===== src/rtl/muldiv_unit.sv =====
// ---------------------------------------------------------------------------
// muldiv_unit
//
// Multi-cycle MULT / MULTU / DIV / DIVU engine with architectural HI/LO
// registers. It sits beside the ALU and takes the register-file read data as
// operands. While an operation runs, busy stays high so the control unit
// holds the PC. done pulses for one cycle when hi/lo carry the new result.
//
// Operation codes (op):
//   2'b00 MULT   signed multiply      {hi,lo} = a * b
//   2'b01 MULTU  unsigned multiply    {hi,lo} = a * b
//   2'b10 DIV    signed divide        lo = a / b, hi = a % b
//   2'b11 DIVU   unsigned divide      lo = a / b, hi = a % b
//
// Ports:
//   clk          in   rising-edge clock
//   rst          in   asynchronous active-high reset, aborts any operation
//   start        in   launch op with a/b (only sampled while idle)
//   op           in   operation select, see table above
//   a            in   rs operand (multiplicand / dividend)
//   b            in   rt operand (multiplier / divisor)
//   hi_we        in   MTHI: hi <= wdata (only while idle)
//   lo_we        in   MTLO: lo <= wdata (only while idle)
//   wdata        in   MTHI/MTLO data
//   busy         out  an operation is in flight
//   done         out  one-cycle pulse, hi/lo hold the new result
//   div_by_zero  out  last DIV/DIVU had a zero divisor (cleared by next start)
//   hi           out  HI register (upper product / remainder)
//   lo           out  LO register (lower product / quotient)
//
// Build option:
//   MULDIV_FAST_MUL_EN  when defined, MULT/MULTU use a single-cycle multiplier
//                       and skip the iterative phase (done one edge after the
//                       start edge). Division is always iterative.
// ---------------------------------------------------------------------------
module muldiv_unit #(
    parameter int WIDTH = 32
) (
    input  logic             clk,
    input  logic             rst,
    input  logic             start,
    input  logic [1:0]       op,
    input  logic [WIDTH-1:0] a,
    input  logic [WIDTH-1:0] b,
    input  logic             hi_we,
    input  logic             lo_we,
    input  logic [WIDTH-1:0] wdata,
    output logic             busy,
    output logic             done,
    output logic             div_by_zero,
    output logic [WIDTH-1:0] hi,
    output logic [WIDTH-1:0] lo
);

    localparam int CW = (WIDTH > 1) ? $clog2(WIDTH) : 1;
    localparam logic [CW-1:0] LAST_ITER = CW'(WIDTH - 1);

    typedef enum logic [1:0] {
        S_IDLE  = 2'd0,
        S_CALC  = 2'd1,
        S_FIXUP = 2'd2
    } state_t;

    state_t state, state_next;

    logic [CW-1:0]      counter;
    logic [1:0]         op_q;

    // Datapath state: acc is the shared 2*WIDTH working register.
    //   multiply: {partial product high, multiplier shifting out low}
    //   divide:   {partial remainder, dividend shifting out / quotient in}
    logic [2*WIDTH-1:0] acc;
    logic [WIDTH-1:0]   opnd;       // multiplicand magnitude or divisor magnitude
    logic [WIDTH-1:0]   a_raw;      // original dividend for the divide-by-zero result
    logic               neg_main;   // negate product / quotient
    logic               neg_rem;    // negate remainder (dividend was negative)
    logic               b_zero;

    // Conditional two's-complement negation used by the sign fix-up.
    function automatic logic [WIDTH-1:0] cond_neg_w(input logic [WIDTH-1:0] v,
                                                     input logic neg);
        return neg ? (~v + WIDTH'(1)) : v;
    endfunction

    function automatic logic [2*WIDTH-1:0] cond_neg_2w(input logic [2*WIDTH-1:0] v,
                                                        input logic neg);
        return neg ? (~v + (2*WIDTH)'(1)) : v;
    endfunction

    // Operand conditioning: signed ops work on magnitudes, unsigned ops on raw values.
    logic             is_signed_in;
    logic             sign_a, sign_b;
    logic [WIDTH-1:0] mag_a, mag_b;

    always_comb begin
        is_signed_in = ~op[0];
        sign_a       = is_signed_in & a[WIDTH-1];
        sign_b       = is_signed_in & b[WIDTH-1];
        mag_a        = cond_neg_w(a, sign_a);
        mag_b        = cond_neg_w(b, sign_b);
    end

    // One iteration of each algorithm.
    logic [WIDTH:0]     mul_sum;
    logic [WIDTH:0]     div_trial;
    logic [2*WIDTH-1:0] acc_mul_next;
    logic [2*WIDTH-1:0] acc_div_next;

    always_comb begin
        // Shift-add: add the multiplicand to the upper half when the current
        // multiplier bit is set, then shift the whole accumulator right.
        mul_sum      = {1'b0, acc[2*WIDTH-1:WIDTH]} + (acc[0] ? {1'b0, opnd} : '0);
        acc_mul_next = {mul_sum, acc[WIDTH-1:1]};

        // Restoring division: shift in the next dividend bit, try to subtract
        // the divisor; the borrow bit decides whether the trial is kept.
        div_trial    = {acc[2*WIDTH-1:WIDTH], acc[WIDTH-1]} - {1'b0, opnd};
        if (div_trial[WIDTH])
            acc_div_next = {acc[2*WIDTH-2:0], 1'b0};
        else
            acc_div_next = {div_trial[WIDTH-1:0], acc[WIDTH-2:0], 1'b1};
    end

    // Final sign correction and result selection.
    logic [2*WIDTH-1:0] prod_fixed;
    logic [WIDTH-1:0]   res_hi, res_lo;

    always_comb begin
        prod_fixed = cond_neg_2w(acc, neg_main);
        if (!op_q[1]) begin
            res_hi = prod_fixed[2*WIDTH-1:WIDTH];
            res_lo = prod_fixed[WIDTH-1:0];
        end else if (b_zero) begin
            res_hi = a_raw;
            res_lo = '1;
        end else begin
            // Most-negative / -1 falls out naturally: the magnitude quotient
            // 2^(WIDTH-1) is not negated and reads back as the same pattern.
            res_hi = cond_neg_w(acc[2*WIDTH-1:WIDTH], neg_rem);
            res_lo = cond_neg_w(acc[WIDTH-1:0], neg_main);
        end
    end

    // Next-state logic
    always_comb begin
        state_next = state;
        case (state)
            S_IDLE: begin
                if (start) begin
`ifdef MULDIV_FAST_MUL_EN
                    state_next = op[1] ? S_CALC : S_FIXUP;
`else
                    state_next = S_CALC;
`endif
                end
            end
            S_CALC: begin
                if (counter == LAST_ITER)
                    state_next = S_FIXUP;
            end
            S_FIXUP: state_next = S_IDLE;
            default: state_next = S_IDLE;
        endcase
    end

    assign busy = (state != S_IDLE);

    // Control and architectural registers
    always_ff @(posedge clk or posedge rst) begin
        if (rst) begin
            state       <= S_IDLE;
            counter     <= '0;
            op_q        <= 2'b00;
            done        <= 1'b0;
            div_by_zero <= 1'b0;
            hi          <= '0;
            lo          <= '0;
        end else begin
            state <= state_next;
            done  <= 1'b0;
            case (state)
                S_IDLE: begin
                    // A same-cycle start still lets MTHI/MTLO land; the
                    // result overwrites them at the end of the operation.
                    if (hi_we) hi <= wdata;
                    if (lo_we) lo <= wdata;
                    if (start) begin
                        op_q        <= op;
                        counter     <= '0;
                        div_by_zero <= 1'b0;
                    end
                end
                S_CALC: begin
                    counter <= counter + CW'(1);
                end
                S_FIXUP: begin
                    hi          <= res_hi;
                    lo          <= res_lo;
                    done        <= 1'b1;
                    div_by_zero <= op_q[1] & b_zero;
                end
                default: ;
            endcase
        end
    end

    // Datapath registers (no reset: contents only matter inside an operation)
    always_ff @(posedge clk) begin
        if (state == S_IDLE && start) begin
            opnd     <= op[1] ? mag_b : mag_a;
            acc      <= {{WIDTH{1'b0}}, (op[1] ? mag_a : mag_b)};
            a_raw    <= a;
            neg_main <= sign_a ^ sign_b;
            neg_rem  <= sign_a;
            b_zero   <= (b == '0);
`ifdef MULDIV_FAST_MUL_EN
            if (!op[1])
                acc <= {{WIDTH{1'b0}}, mag_a} * {{WIDTH{1'b0}}, mag_b};
`endif
        end else if (state == S_CALC) begin
            acc <= op_q[1] ? acc_div_next : acc_mul_next;
        end
    end

endmodule


===== config.mk =====
export PLATFORM = sky130hd
export DESIGN_NAME = muldiv_unit
export DESIGN_NICKNAME = d
export VERILOG_FILES = /design/src/rtl/muldiv_unit.sv
export SDC_FILE = /design/constraint.sdc
export NUM_CORES = 1
export LEC_CHECK = 0
export CAP_MARGIN = 20
export CORE_MARGIN = 2
export CORE_UTILIZATION = 52
export DETAILED_ROUTE_END_ITERATION = 12
export PLACE_DENSITY = 0.83
export SLEW_MARGIN = 40
export SYNTH_ARGS = -nofsm -noshare
export SYNTH_HDL_FRONTEND = slang
export SYNTH_SLANG_ARGS = --single-unit

===== constraint.sdc =====
create_clock -name clk -period 5.3 [get_ports clk]
set_input_delay 1.06 -clock clk [delete_from_list [all_inputs] [get_ports clk]]
set_output_delay 1.06 -clock clk [all_outputs]
set_load 0.03 [all_outputs]

==> out/results.ini, run 1 <==
[clock_tree]
cts_buffers=24
postCtsHoldBufs=0
clkSinkCount=205
htreeDepth=1
cts_buffer_depth=3
postCtsSetupBuffers=0
postCtsResizedCells=0
tritoncts=yes
root_buffer=clkbuf_16
clk_pin_slew_ns=0.06
clk_latency_ns=0.56

[setup_path]
cpPeakStageDelay_ns=0.58
crit_fanout=12
worstPathCellList=or4_4 -> or4_1 -> or4_4 -> or4_4 -> nand3b_4 -> o41ai_2 -> xnor2_1 -> o21ai_1 -> a21oi_1
crit_buf_inv=0
reg2reg_slack_ns=1.30
cpMaxStageDelayCell=or4_4
worstSetupStartpointType=flop
crit_type=flop to flop
cp-end-kind=flop
arrival_ns=4.40
required_ns=5.70
crit_family=simple AND/OR/NAND/NOR gates
cp_common_cell=or4_4

[yosys]
synthCells=1975
synth-edff-count=99
syn_area_mm2=0.0164
yosys_warnings=0
synth.net_count=2150
yosysSeqAreaShare=0.332
ys_ff_latch=205
async_reset_ff_frac=0.361
avgSynthCellArea_um2=8.33
synth_cell_types=76
ys.flop_type=edfxtp_1

[place]
placed_cell_area_mm2=0.0185
post-dp-hpwl_um=48100
port_buffers=169
place_congestion=1.03

[global_route]
grt-ovfl-total=0
grt_util_met3=0.0762
grt_usage=0.371
busiest_layer=met2
first_global_vias=15800
grt_max_degree=67
use_met1=0.495
grt_use_met2=0.581
grt_pass1_wl_um=94800
antenna_found_initial=3

[sta]
hold_viol=0
fin_crit_sh=0.755
rsz0062_at_grt=false
worst_pin_slew_ns=0.861
slew_violations=0
slew-limit-headroom=0.426
fin_tns_setup_ns=0
fmax_ghz=0.250
timing.hold.ws_ns=0.485
fin_skew_ns=0.0261
fin_crit_ns=4.00
finalSetupViolCount=0

[cells_and_area]
nets=2250
finalCoreUtilization=0.616
final_area_mm2=0.0193
fill_cells=2634
drive_above_1_share=0.0569
syn_to_final_growth_pct=17.2

[routing]
dr.first_iter.drc_count=2380
vias=16800
wl_per_cell_um=25.1
drc_errors=0
vias_per_cell=6.73
routed_wl_um=62500
drtPass1Iterations=9
antenna_left=0

[floorplanning]
io_pins=170
rows=65
die_y_um=182
initial_core_util=0.525
core-area_mm2=0.0313
die_w_um=182
dieArea_mm2=0.0331

[run_status]
status=complete, no violations

[min_path]
min_path_type=flop to flop

[power]
irDropWorstVdd_mv=0.346
p_leak_uw=0.00766
powerDensity_mw_per_mm2=630

[flow_run]
cap_violations=0

==> registers in the layout (all words and copies together) (netlist names) <==
name and cells:
b_zero 1, div_by_zero 1, acc 64, opnd 32
neg_rem 1, counter 5, op_q 1, hi 32
neg_main 1, lo 32, a_raw 32, state 2
done 1
==> path summary, 6_finish.rpt <==
path                       cells after the start     end    start
max                                            9   hi[8]  acc[14]
min                                            2  lo[29]   lo[29]
max reg2reg                                    9   hi[8]  acc[14]
min reg2reg                                    2  lo[29]   lo[29]
max in group asynchronous                      3  lo[16]      rst
min in group asynchronous                      2  hi[19]      rst
==> through the flow <==
stage	power [uW]	cells	setup WS (ns)
2_1_floorplan	7900	1975	1.21
3_3_place_gp	10100	2447	1.07
3_5_place_dp	10200	2451	1.06
4_1_cts	11900	2495	1.40
5_1_grt	12800	2496	1.16
6_report	12100	2496	1.30
==> metal layers <==
metal / part of all wire / vias up
li1: - / 7465
met1: 0.40 / 8073
met2: 0.44 / 1044
met3: 0.11 / 211
met4: 0.055 / 2
met5: 0.00021 / -
==> area by class of cell <==
class	count	area, um^2	area share
clock inverter	9	104	0.00539
inverter	71	274	0.0142
multi-input combinational	1571	10300	0.532
tap	402	503	0.0261
antenna	1	2.50	0.000130
timing repair buffer	202	1990	0.103
sequential	205	5470	0.284
clock buffer	35	682	0.0354
==> worst register-to-register path: stages, from the launching register on <==
cell	delay, ns
edfxtp_1	0.46
or4_4	0.58
or4_1	0.54
or4_4	0.53
or4_4	0.45
nand3b_4	0.31
o41ai_2	0.32
xnor2_1	0.13
o21ai_1	0.40
a21oi_1	0.12
==> layout by cell type (no fill, tap or decap), types with 12 or more instances in the layout <==
cell / Yosys / final
o21ai_0: 202 / 202
nand2_1: 177 / 175
clkdlybuf4s50_1: 0 / 168
a21oi_1: 167 / 167
nor2_1: 153 / 152
xnor2_1: 106 / 106
edfxtp_1: 99 / 99
mux2i_1: 86 / 86
xor2_1: 75 / 75
dfrtp_1: 74 / 73
ha_1: 70 / 70
inv_1: 69 / 67
nand3_1: 53 / 53
o22ai_1: 49 / 49
a21o_1: 34 / 34
nor3_1: 32 / 32
dfxtp_1: 32 / 32
nor4_1: 32 / 31
o31ai_1: 28 / 28
buf_4: 0 / 28
nand2b_1: 27 / 27
clkbuf_16: 0 / 24
mux2_2: 23 / 23
a211oi_1: 22 / 22
or3_1: 18 / 18
o211ai_1: 18 / 18
nand4_1: 18 / 18
o41ai_1: 14 / 14
nor2b_1: 15 / 14
and2_1: 13 / 13
and3_1: 12 / 12
==> report_power, final <==
part           leakage (uW)  internal [uW]  total, uW  switching [uW]
Combinational       0.00519           2880       7060            4180
Clock              0.000370            949       1680             728
Sequential          0.00211           2390       3400            1010
Total               0.00766           6220      12100            5920
==> Yosys cell counts, drive strengths merged (5+ instances only) <==
| master | number | area, um^2 |
|---|---|---|
| nor4 | 32 | 200 |
| ha | 70 | 876 |
| or3 | 18 | 113 |
| a211oi | 22 | 165 |
| o21bai | 6 | 45.0 |
| o21a | 6 | 45.0 |
| mux2 | 23 | 259 |
| a222oi | 5 | 50.1 |
| and4 | 5 | 43.8 |
| xnor2 | 106 | 928 |
| edfxtp | 99 | 2970 |
| and2 | 13 | 81.3 |
| a21oi | 167 | 836 |
| inv | 70 | 263 |
| nor2b | 15 | 93.8 |
| dfxtp | 32 | 641 |
| and3 | 12 | 75.1 |
| o22ai | 49 | 307 |
| xor2 | 75 | 657 |
| o211ai | 18 | 135 |
| a31oi | 11 | 68.8 |
| o221ai | 8 | 70.1 |
| nand4 | 18 | 113 |
| o2111ai | 5 | 43.8 |
| nand2b | 27 | 169 |
| dfrtp | 74 | 1850 |
| o31ai | 28 | 210 |
| nor2 | 153 | 574 |
| a21boi | 5 | 37.5 |
| o21ai | 207 | 1040 |
| mux2i | 86 | 861 |
| nand3 | 53 | 265 |
| a21o | 34 | 255 |
| or4 | 14 | 116 |
| buf | 21 | 91.3 |
| or2 | 6 | 37.5 |
| nor3 | 32 | 160 |
| a221oi | 8 | 76.3 |
| o41ai | 15 | 139 |
| nand2 | 177 | 664 |
| clkbuf | 107 | 402 |
==> logic make-up after synthesis <==
group | count (synthesis) | share of synthesized area
flops | 205 | 0.332
fa+ha+maj | 72 | 0.0557
xor+xnor | 181 | 0.0964
compound gates | 625 | 0.231
mux | 109 | 0.0681
simple gates | 584 | 0.170
buf+inv | 199 | 0.0462
Power figures use the tool's default switching activity.
==> inputs of run 2 (changes only) <==
- clock period: 5.3 -> 3.88 ns (I/O delays scaled with it)
==> run 2 against run 1 <==
Final area increased by 2.2%. Combinational power increased by 44%. Critical path depth unchanged. Wire length increased by 0.61%. Critical path type unchanged. Clock power increased by 45%. Utilization increased by 1.4 points. Global-route usage decreased by 0.13 points. Clock skew decreased by 0.015 ns. Largest cell class unchanged. Non-clock buffer count increased by 51. Count of clock-buffer cells in the layout decreased by 7. Sequential share of layout area decreased by 0.62 points. Register-to-register slack got worse by 1.2 ns. Largest power group unchanged.
==> out/results.ini, run 2 (synthesis gave the netlist of run 1 again) <==
[min_path]
holdPathEnd=lo[0]
hold_depth=2
min_from=lo[0]
min_path_type=flop to flop

[setup_path]
reg2reg_depth=9
crit_type=flop to flop
worstSetupStartpointType=flop
reg2reg_slack_ns=0.15
r2r-end=hi[18]
crit_fanout=6
cp-end-kind=flop
required_ns=4.31
r2r_start=acc[14]
arrival_ns=4.16

[sta]
fmax_ghz=0.268
fin_tns_setup_ns=0
timing.hold.ws_ns=0.479
worst_pin_slew_ns=0.793
slew-limit-headroom=0.470
finalSetupViolCount=0
slew_violations=0
hold_viol=0
fin_crit_sh=0.961
fin_skew_ns=0.0108
rsz0062_at_grt=false
fin_crit_ns=3.73

[clock_tree]
htreeDepth=1
clkSinkCount=205
postCtsHoldBufs=0
cts_buffer_depth=3
postCtsSetupBuffers=0
clk_latency_ns=0.56
root_buffer=clkbuf_16
clk_pin_slew_ns=0.06
tritoncts=yes
postCtsResizedCells=0
cts_buffers=24

[cells_and_area]
largest_register_ffs=64
regMostFlops=acc
antenna_cells=0
fill_cells=2635
finalCoreUtilization=0.629
layout_commonest_cell=o21ai_0
drive_above_1_share=0.0803
final_cells=2545
syn_to_final_growth_pct=19.9
layout_common_cells=o21ai_0, nand2_1, clkdlybuf4s50_1
nets=2301

[place]
post-dp-hpwl_um=48400
place_inst=2502
port_buffers=169
place_congestion=1.05

[power]
p_total_uw=17000
irDropWorstVdd_mv=0.451
p_leak_uw=0.00795
powerDensity_mw_per_mm2=864

[global_route]
grt-ovfl-total=0
first_global_vias=15700
grt_max_degree=71
antenna_found_initial=3
grt_pass1_wl_um=93900
grt_usage=0.370

[floorplanning]
die_w_um=182
initial_core_util=0.525
die_y_um=182
rows=65
core-area_mm2=0.0313
dieArea_mm2=0.0331
io_pins=170

[run_status]
status=complete, no violations

[routing]
vias=16900
drtPass1Iterations=6
drc_errors=0
antenna_left=0
routed_wl_um=62900
vias_per_cell=6.64
wl_per_cell_um=24.7
dr.first_iter.drc_count=2392

[flow_run]
cap_violations=0

[run 2: area by class of cell]
| cell class | count | area (um^2) | share of cell area |
|---|---|---|---|
| clock buffer | 28 | 626 | 0.0317 |
| timing repair buffer | 253 | 2380 | 0.121 |
| tap | 402 | 503 | 0.0255 |
| inverter | 71 | 272 | 0.0138 |
| multi-input combinational | 1571 | 10300 | 0.520 |
| clock inverter | 15 | 203 | 0.0103 |
| sequential | 205 | 5470 | 0.277 |
[run 2: how the worst max path moves through the flow]
stage / to / start / cells past startpoint / slack, ns
floorplan: acc[31] / start / 5 / 0.08
global placement: acc[22] / b[12] / 10 / 0.17
detailed placement: acc[22] / b[12] / 10 / 0.07
CTS: hi[16] / acc[14] / 9 / 0.12
global route: acc[58] / acc[0] / 12 / 0.008
finish: hi[18] / acc[14] / 9 / 0.15
[run 2: worst max-delay path, cell delays in order (launching register included)]
cell      delay [ns]
edfxtp_1        0.46
or4_4           0.58
or4_1           0.53
or4_4           0.53
or4_4           0.46
and3b_2         0.37
a41oi_1         0.17
o21bai_1        0.17
a21boi_1        0.23
o22ai_1         0.10
[run 2: routing by layer]
layer / GRT usage / vias up / wire length [um]
li1: - / 7557 / -
met5: 0 / - / 13
met3: 0.0728 / 178 / 6920
met2: 0.569 / 1116 / 27800
met4: 0.162 / 2 / 3160
met1: 0.507 / 8040 / 25100
[run 2: per-stage QoR]
step	worst slack (ns)	instance area (um^2)
global route	0.00814	19700
CTS	0.121	19700
finish	0.149	19700
detailed placement	0.0690	18900
floorplan	0.0755	16400
global placement	0.172	18900
[run 2: report_power, final]
group	total (uW)	leakage [uW]	switching, uW	internal (uW)
combinational	10200	0.00544	6070	4170
sequential	4350	0.00211	1090	3260
clock	2430	0.000403	1010	1430
total	17000	0.00795	8170	8860
